### src/rtl/fetch_pkg.sv
// fetch_pkg: shared types and constants for the instruction fetch unit.
//   ADDR_W        - program counter / instruction address width
//   INSTR_W       - instruction word width
//   PC_INC        - sequential PC increment
//   fetch_state_e - fetch FSM states (REQ, WAIT, HOLD, DRAIN)
package fetch_pkg;

  localparam int ADDR_W  = 64;
  localparam int INSTR_W = 32;

  localparam logic [ADDR_W-1:0] PC_INC = 64'd4;

  typedef enum logic [1:0] {
    ST_REQ   = 2'd0,  // request to imem is being offered at pc
    ST_WAIT  = 2'd1,  // request accepted, waiting for its response
    ST_HOLD  = 2'd2,  // response parked in hold buffer while decode stalls
    ST_DRAIN = 2'd3   // flushed request still in flight, discard its response
  } fetch_state_e;

endpackage

### src/rtl/fetch_hold_buf.sv
// fetch_hold_buf: one-entry parking buffer for an instruction response that
// arrives while decode is stalled.
//   clk, rst            - clock, synchronous active-high reset
//   load                - capture load_pc/load_instr, mark valid
//   clear               - drop the entry (flush), highest priority after rst
//   read                - entry consumed by IF/ID this cycle, mark empty
//   load_pc, load_instr - entry payload to capture
//   valid, rd_pc, rd_instr - current entry
module fetch_hold_buf
  import fetch_pkg::*;
(
  input  logic               clk,
  input  logic               rst,
  input  logic               load,
  input  logic               clear,
  input  logic               read,
  input  logic [ADDR_W-1:0]  load_pc,
  input  logic [INSTR_W-1:0] load_instr,
  output logic               valid,
  output logic [ADDR_W-1:0]  rd_pc,
  output logic [INSTR_W-1:0] rd_instr
);

  logic               valid_q, valid_d;
  logic [ADDR_W-1:0]  pc_q, pc_d;
  logic [INSTR_W-1:0] instr_q, instr_d;

  // NOTE: every signal written here gets a default first, so no path leaves
  // it unassigned and no latch can be inferred.
  always_comb begin
    valid_d = valid_q;
    pc_d    = pc_q;
    instr_d = instr_q;
    if (clear) begin
      valid_d = 1'b0;
    end else if (load) begin
      valid_d = 1'b1;
      pc_d    = load_pc;
      instr_d = load_instr;
    end else if (read) begin
      valid_d = 1'b0;
    end
  end

  // NOTE: sequential state uses non-blocking assignments so every flop
  // samples the pre-edge values of the others.
  always_ff @(posedge clk) begin
    if (rst) valid_q <= 1'b0;
    else     valid_q <= valid_d;
  end

  // NOTE: the payload is deliberately left unreset; valid_q alone decides
  // whether it means anything, which keeps reset fan-out off the data path.
  always_ff @(posedge clk) begin
    pc_q    <= pc_d;
    instr_q <= instr_d;
  end

  assign valid    = valid_q;
  assign rd_pc    = pc_q;
  assign rd_instr = instr_q;

endmodule

### src/rtl/fetch_unit.sv
// fetch_unit: single-outstanding-request instruction fetch stage feeding the
// IF/ID pipeline register.
//   clk, rst                 - clock, synchronous active-high reset
//   next_pc                  - next address from the PC-select mux
//   flush                    - taken-branch redirect (next_pc is the target)
//   stall                    - decode stall, IF/ID and pc hold
//   pc_plus4                 - pc + 4, fed back to the PC-select mux
//   imem_req/addr/ready      - request handshake (transfer on req & ready)
//   imem_rvalid/rdata        - response, one per transferred request
//   if_id_valid/pc/instr/fault - IF/ID pipeline register
// Optional build macro FETCH_ALIGN_CHECK_EN: a misaligned pc suppresses the
// imem request and delivers a faulting bubble-instruction instead. Without
// it the low address bits are forced to zero and if_id_fault is always 0.
module fetch_unit
  import fetch_pkg::*;
#(
  parameter logic [ADDR_W-1:0] RESET_PC = 64'h0
) (
  input  logic               clk,
  input  logic               rst,
  input  logic [ADDR_W-1:0]  next_pc,
  input  logic               flush,
  input  logic               stall,
  output logic [ADDR_W-1:0]  pc_plus4,
  output logic               imem_req,
  output logic [ADDR_W-1:0]  imem_addr,
  input  logic               imem_ready,
  input  logic               imem_rvalid,
  input  logic [INSTR_W-1:0] imem_rdata,
  output logic               if_id_valid,
  output logic [ADDR_W-1:0]  if_id_pc,
  output logic [INSTR_W-1:0] if_id_instr,
  output logic               if_id_fault
);

  fetch_state_e       state_q, state_d;
  logic [ADDR_W-1:0]  pc_q, pc_d;
  logic               if_id_valid_q, if_id_valid_d;
  logic [ADDR_W-1:0]  if_id_pc_q, if_id_pc_d;
  logic [INSTR_W-1:0] if_id_instr_q, if_id_instr_d;
  logic               xfer;

  logic               hb_load, hb_clear, hb_read, hb_valid;
  logic [ADDR_W-1:0]  hb_pc;
  logic [INSTR_W-1:0] hb_instr;

`ifdef FETCH_ALIGN_CHECK_EN
  logic misaligned;
  logic if_id_fault_q, if_id_fault_d;

  assign misaligned  = (pc_q[1:0] != 2'b00);
  assign imem_req    = (state_q == ST_REQ) && !misaligned;
  assign imem_addr   = pc_q;
  assign if_id_fault = if_id_fault_q;
`else
  assign imem_req    = (state_q == ST_REQ);
  assign imem_addr   = {pc_q[ADDR_W-1:2], 2'b00};
  assign if_id_fault = 1'b0;
`endif

  assign xfer     = imem_req & imem_ready;
  assign pc_plus4 = pc_q + PC_INC;

  fetch_hold_buf u_hold_buf (
    .clk        (clk),
    .rst        (rst),
    .load       (hb_load),
    .clear      (hb_clear),
    .read       (hb_read),
    .load_pc    (pc_q),
    .load_instr (imem_rdata),
    .valid      (hb_valid),
    .rd_pc      (hb_pc),
    .rd_instr   (hb_instr)
  );

  always_comb begin
    state_d       = state_q;
    pc_d          = pc_q;
    if_id_valid_d = if_id_valid_q;
    if_id_pc_d    = if_id_pc_q;
    if_id_instr_d = if_id_instr_q;
`ifdef FETCH_ALIGN_CHECK_EN
    if_id_fault_d = if_id_fault_q;
`endif
    hb_load  = 1'b0;
    hb_clear = 1'b0;
    hb_read  = 1'b0;

    if (flush) begin
      // Redirect wins over stall and rvalid; an in-flight request for the
      // old path must still be drained because imem answers every transfer.
      if_id_valid_d = 1'b0;
      hb_clear      = 1'b1;
      pc_d          = next_pc;
      unique case (state_q)
        ST_REQ:   state_d = xfer ? ST_DRAIN : ST_REQ;
        ST_WAIT:  state_d = imem_rvalid ? ST_REQ : ST_DRAIN;
        ST_HOLD:  state_d = ST_REQ;
        ST_DRAIN: state_d = imem_rvalid ? ST_REQ : ST_DRAIN;
        default:  state_d = ST_REQ;
      endcase
    end else begin
      // Unstalled cycle with nothing to load inserts a bubble.
      if (!stall) if_id_valid_d = 1'b0;

      unique case (state_q)
        ST_REQ: begin
          if (xfer) state_d = ST_WAIT;
`ifdef FETCH_ALIGN_CHECK_EN
          if (misaligned && !stall) begin
            if_id_valid_d = 1'b1;
            if_id_pc_d    = pc_q;
            if_id_instr_d = '0;
            if_id_fault_d = 1'b1;
            pc_d          = next_pc;
          end
`endif
        end
        ST_WAIT: begin
          if (imem_rvalid) begin
            if (!stall) begin
              if_id_valid_d = 1'b1;
              if_id_pc_d    = pc_q;
              if_id_instr_d = imem_rdata;
`ifdef FETCH_ALIGN_CHECK_EN
              if_id_fault_d = 1'b0;
`endif
              pc_d          = next_pc;
              state_d       = ST_REQ;
            end else begin
              hb_load = 1'b1;
              state_d = ST_HOLD;
            end
          end
        end
        ST_HOLD: begin
          if (!stall) begin
            if_id_valid_d = hb_valid;
            if_id_pc_d    = hb_pc;
            if_id_instr_d = hb_instr;
`ifdef FETCH_ALIGN_CHECK_EN
            if_id_fault_d = 1'b0;
`endif
            hb_read       = 1'b1;
            pc_d          = next_pc;
            state_d       = ST_REQ;
          end
        end
        ST_DRAIN: begin
          if (imem_rvalid) state_d = ST_REQ;
        end
        default: state_d = ST_REQ;
      endcase
    end
  end

  always_ff @(posedge clk) begin
    if (rst) begin
      state_q       <= ST_REQ;
      pc_q          <= RESET_PC;
      if_id_valid_q <= 1'b0;
      if_id_pc_q    <= '0;
      if_id_instr_q <= '0;
    end else begin
      state_q       <= state_d;
      pc_q          <= pc_d;
      if_id_valid_q <= if_id_valid_d;
      if_id_pc_q    <= if_id_pc_d;
      if_id_instr_q <= if_id_instr_d;
    end
  end

`ifdef FETCH_ALIGN_CHECK_EN
  always_ff @(posedge clk) begin
    if (rst) if_id_fault_q <= 1'b0;
    else     if_id_fault_q <= if_id_fault_d;
  end
`endif

  assign if_id_valid = if_id_valid_q;
  assign if_id_pc    = if_id_pc_q;
  assign if_id_instr = if_id_instr_q;

endmodule

### config.mk
export PLATFORM = sky130hd
export DESIGN_NAME = fetch_unit
export DESIGN_NICKNAME = d
export VERILOG_FILES = /design/src/rtl/fetch_pkg.sv /design/src/rtl/fetch_hold_buf.sv /design/src/rtl/fetch_unit.sv
export SDC_FILE = /design/constraint.sdc
export NUM_CORES = 1
export LEC_CHECK = 0
export ABC_AREA = 1
export CORE_AREA = 2 2 202 204
export DETAILED_ROUTE_END_ITERATION = 7
export DIE_AREA = 0 0 204 206
export HOLD_SLACK_MARGIN = 0.1
export SETUP_SLACK_MARGIN = 0.1
export SYNTH_ARGS = -nofsm -noshare
export SYNTH_HDL_FRONTEND = slang
export SYNTH_HIERARCHICAL = 1
export SYNTH_SLANG_ARGS = --single-unit
### constraint.sdc
create_clock -name clk -period 8.3 [get_ports clk]
set_clock_uncertainty 0.1 [all_clocks]
set_input_delay 1.245 -clock clk [delete_from_list [all_inputs] [get_ports clk]]
set_output_delay 1.245 -clock clk [all_outputs]
set_load 0.1 [all_outputs]
# After elaboration in Yosys (flattened, before gate mapping)
# Cells that the tools add are included.
# totals
in_bits,102
wordCells,70
output_inout_bits,227
register_bits,260
# classes
n_reduce_logical,11
n_eq_ne,10
bitwise_logic,3
add_sub_neg,1
n_mux,37
# ops
cell,n
$mux W64,6
$pmux W64 S2,2
$mux W32,3
$add A64 B3 Y64 const B,1
$pmux W32 S2,1
$mux W2,8
$mux W1,14
$ne A3 B3 Y1 const B,3
$pmux W2 S4,1
$ne A2 B2 Y1 const B,3
$pmux W2 S3,1
$reduce_or A2 Y1,3
$reduce_and A5 Y1,1
$eq A2 B2 Y1 const B,2
$reduce_and A2 Y1,2
$reduce_and A4 Y1,1
$reduce_bool A2 Y1,2
$ne A3 B2 Y1 const B,1
$reduce_bool A3 Y1,1
$eq A2 B1 Y1 const B,1
$logic_not A2 Y1,1
$not A1 Y1,2
$pmux W1 S2,1
$and A1 B1 Y1,1

# Depth between registers and ports, before layout
# depth
word_depth,5
mapped_depth,10
depth_no_buf,10

# By module
# Netlist, hierarchy kept.
# modules_own_cells
mod,area_per_inst_um2,n_inst,cells_per_inst,seq_area_each_um2
fetch_unit,8932.3,1,1485,3263.1
fetch_hold_buf,2937.8,1,105,2902.8

# Worst setup path after synthesis
# No wires, ideal clock.
# synth_path
kind,in2reg
from,in flush
to,"reg u_hold_buf.instr_q[0], in the netlist u_hold_buf/rd_instr[0], enable pin"
path_slack_ps,2084
arrival_ps,5563
n_path_buf,0
cell_stages,5
t_required_ps,7648
setup_ps,552
path_cell_list,inv_2 > nand2_1 > nor2_1 > inv_1 > nor2_1
# synth_via
word_cells_on_any_way,4
classes_between,2 x mux; 1 x bitwise; 1 x reduce/logical
# synth_rtl
item,line_no,rtl
from (decl),fetch_unit.sv:22,"input logic flush,"
$mux W1,fetch_unit.sv:90,if (flush) begin
net hb_load,fetch_unit.sv:43,"logic hb_load, hb_clear, hb_read, hb_valid;"
$reduce_and A2 Y1 (no source line),-,
to (signal assigned),fetch_hold_buf.sv:56,instr_q <= instr_d;
to (decl),fetch_hold_buf.sv:26,"logic [INSTR_W-1:0] instr_q, instr_d;"
# The timed path passes the listed nets, and every way through them passes these cells.
# A chain may end at the register's enable or synchronous reset.

# Worst setup path after layout
# layout_path
from,reg pc_q[2]
to,out pc_plus4[52]
# layout_via
elab_chain_cells,1
# layout_lines
item,line_no,rtl
from (decl),fetch_unit.sv:37,"logic [ADDR_W-1:0] pc_q, pc_d;"
from (signal assigned),fetch_unit.sv:167,pc_q <= pc_d;
$add A64 B3 Y64,fetch_unit.sv:62,assign pc_plus4 = pc_q + PC_INC;
to (decl),fetch_unit.sv:24,"output logic [ADDR_W-1:0] pc_plus4,"
# No other way between the ends.

==> flow_metrics.env <==
export IMPL_status="complete, no violations"
export IMPL_ctsHoldBuffers=0
export IMPL_drtAntennaViolNets=0
export IMPL_syn_to_final_growth_pct=38.56
export IMPL_post_route_min_period_ns=5.359
export IMPL_fin_ws_ns=2.941
export IMPL_dr_pass1_iters=6
export IMPL_first_iter_violations=778
export IMPL_vias=11380
export IMPL_min_path_type="reg2reg"
export IMPL_reg2reg_from="state_q[0]"
export IMPL_cp_arrival_ns=4.01
export IMPL_htree_levels=1
export IMPL_clkSinkCount=260
export IMPL_yosysWarnings=6
export IMPL_met1Wirelength_mm=18.97
export IMPL_mappedNetlistArea_sq_um=11870
export IMPL_clk_latency_ns=0.57
export IMPL_clk_pin_slew_ns=0.06
export IMPL_place_congestion=0.8633
export IMPL_post_place_ws_ns=3.309
export IMPL_ir_worst_vdd_v=0.0001249
export IMPL_max_slew_margin=0.2505
export IMPL_io_buffers=325
export IMPL_rows=74
export IMPL_layout_common_cells="nor2_1, nand2_1, clkdlybuf4s50_1"
export IMPL_insertedDiodeCount=0
export IMPL_mostFrequentLayoutCell="nor2_1"
export IMPL_highest_layer="met4"
export IMPL_rsz0062_at_grt="no"
export IMPL_fin_hold_ws_ns=0.3704
export IMPL_initial_core_util=0.2954
export IMPL_wl_met2_mm=19.97
export IMPL_synth_distinct_cells=29
export IMPL_route_detailed_drc=0
export IMPL_grt_pass1_wl_mm=65.07
export IMPL_timing_final_max_slew_violations=0
export IMPL_wl_per_cell_um=18.09
export IMPL_grt_max_degree=105
export IMPL_hpwl_mm=31.36
export IMPL_drive_above_1_share=0.03466
export IMPL_clockRootBuffer="clkbuf_16"
export IMPL_setup_viol=0
export IMPL_cts_tree="built"
export IMPL_worstSetupStartpoint="pc_q[2]"
export IMPL_synthTopCellsByArea="dfxtp_1, edfxtp_1, nor2_1"
export IMPL_dieArea_sq_um=42020
export IMPL_synth_seq_cells=260
export IMPL_die_w_um=204
export IMPL_nets=1989
export IMPL_antenna_found_initial=0
export IMPL_final_area_sq_um=16450
export IMPL_place_area_sq_um=15500
export IMPL_core_area_sq_um=40180
export IMPL_avgSynthCellArea_sq_um=7.465
export IMPL_grt_pass1_vias=10750
export IMPL_postCtsResizedCells=0
export IMPL_path_class="reg2out"
export IMPL_cap_violations=0
export IMPL_wl_met3_mm=3.340
export IMPL_post_route_util=0.4093
export IMPL_nFillCells=4129
export IMPL_hold_violations=0
export IMPL_tightest_slew_ns=1.121
export IMPL_required_ns=6.95
export IMPL_crit_path_max_fanout=9
export IMPL_fmaxAchievable_mhz=186.6
export IMPL_routed_wl_mm=44.06
export IMPL_cts_setup_buffers=0
export IMPL_syn_inst=1590
export IMPL_pwr_density_cell_nw_per_um2=268.7
export IMPL_cts_buffers=30
export IMPL_p_leak_uw=0.006001
export IMPL_finalSetupTns_ns=0
export IMPL_yosysTopAreaCellShare=0.2766
export IMPL_hold_start="u_hold_buf/valid"
export IMPL_seq_area_frac_synth=0.5194
export IMPL_pin_count=329
export IMPL_final_period_utilization=0.6456
export IMPL_yosys_area_top_type="dfxtp_1"
export IMPL_track_usage=0.2022
export IMPL_end_kind="output pin"
export IMPL_clock_tree_buffer_depth=3
export IMPL_globalRoute_totalOverflow=0
export IMPL_worst_setup_path_start_kind="flip-flop"
export IMPL_viasPerCell=4.670
export IMPL_die_height_um=206
cell usage after synthesis (all sizes together):
cell type	number
a21oi	1
ha	6
nor2b	1
clkbuf	41
clkinv	1
o21ai	228
nor2	452
buf	34
a211oi	1
nand2	410
o21bai	1
inv	78
edfxtp	96
nand3	27
conb	1
xor2	31
and3	1
nand4	12
o211ai	2
dfxtp	164
nor3	2
report_power, final:
part	switching [uW]	internal [uW]	leakage, uW
Sequential	112	1420	0.00222
Clock	529	758	0.000467
Combinational	1240	352	0.00331
logic make-up after synthesis:
kind of cell / after synthesis / synth area share
AOI/OAI and AO/OA: 233 / 0.09982
adders and majority gates: 6 / 0.006324
DFF: 260 / 0.5194
xor gates and xnor gates: 31 / 0.02287
buffers and inverters: 154 / 0.05713
and+or+nand+nor: 905 / 0.2941
other: 1 / 0.0003159
worst paths after layout:
kind | to | slack [ns] | cells past startpoint
min reg2reg | u_hold_buf/valid | 0.37 | 2
max | pc_plus4[52] | 2.94 | 10
min | u_hold_buf/valid | 0.37 | 2
max reg2reg | if_id_pc[30] | 4.19 | 9
layer usage:
layer,up-vias,GRT usage
li1,5646,-
met3,90,0.04510
met2,417,0.3370
met5,-,0
met1,5224,0.2539
met4,0,0.08100
worst max-delay path: stages (launching register included):
cell	delay, ns
dfxtp_1	0.62
ha_1	0.30
nand3_1	0.27
inv_1	0.18
nand2_2	0.14
nor2_2	0.19
nand2_1	0.22
inv_1	0.18
nand3_1	0.09
nand2_1	0.12
clkdlybuf4s50_1	1.15
registers in the layout, summed over array words and instances (netlist names):
signal and flops:
pc_q 64, if_id_instr 32, state_q 2, u_hold_buf/valid 1, if_id_valid 1, if_id_pc 64, u_hold_buf/rd_instr 32, u_hold_buf/rd_pc 64
metrics by stage:
step / std cells / total power [uW]
global placement: 2381 / 3158
finish: 2436 / 4419
floorplan: 1592 / 2734
CTS: 2436 / 4466
global route: 2436 / 4593
detailed placement: 2381 / 3167
final cells by class:
type | instances | area [sq um] | share of cell area
well taps | 532 | 665.6 | 0.04047
repair buffers | 332 | 3306 | 0.2010
multi-input cells | 1178 | 5061 | 0.3077
clock buffers | 49 | 893.4 | 0.05432
flip-flops and latches | 260 | 6166 | 0.3749
clock inverters | 6 | 55.05 | 0.003347
inverters | 79 | 300.3 | 0.01826
No activity file was read; power rests on OpenSTA's default activity.
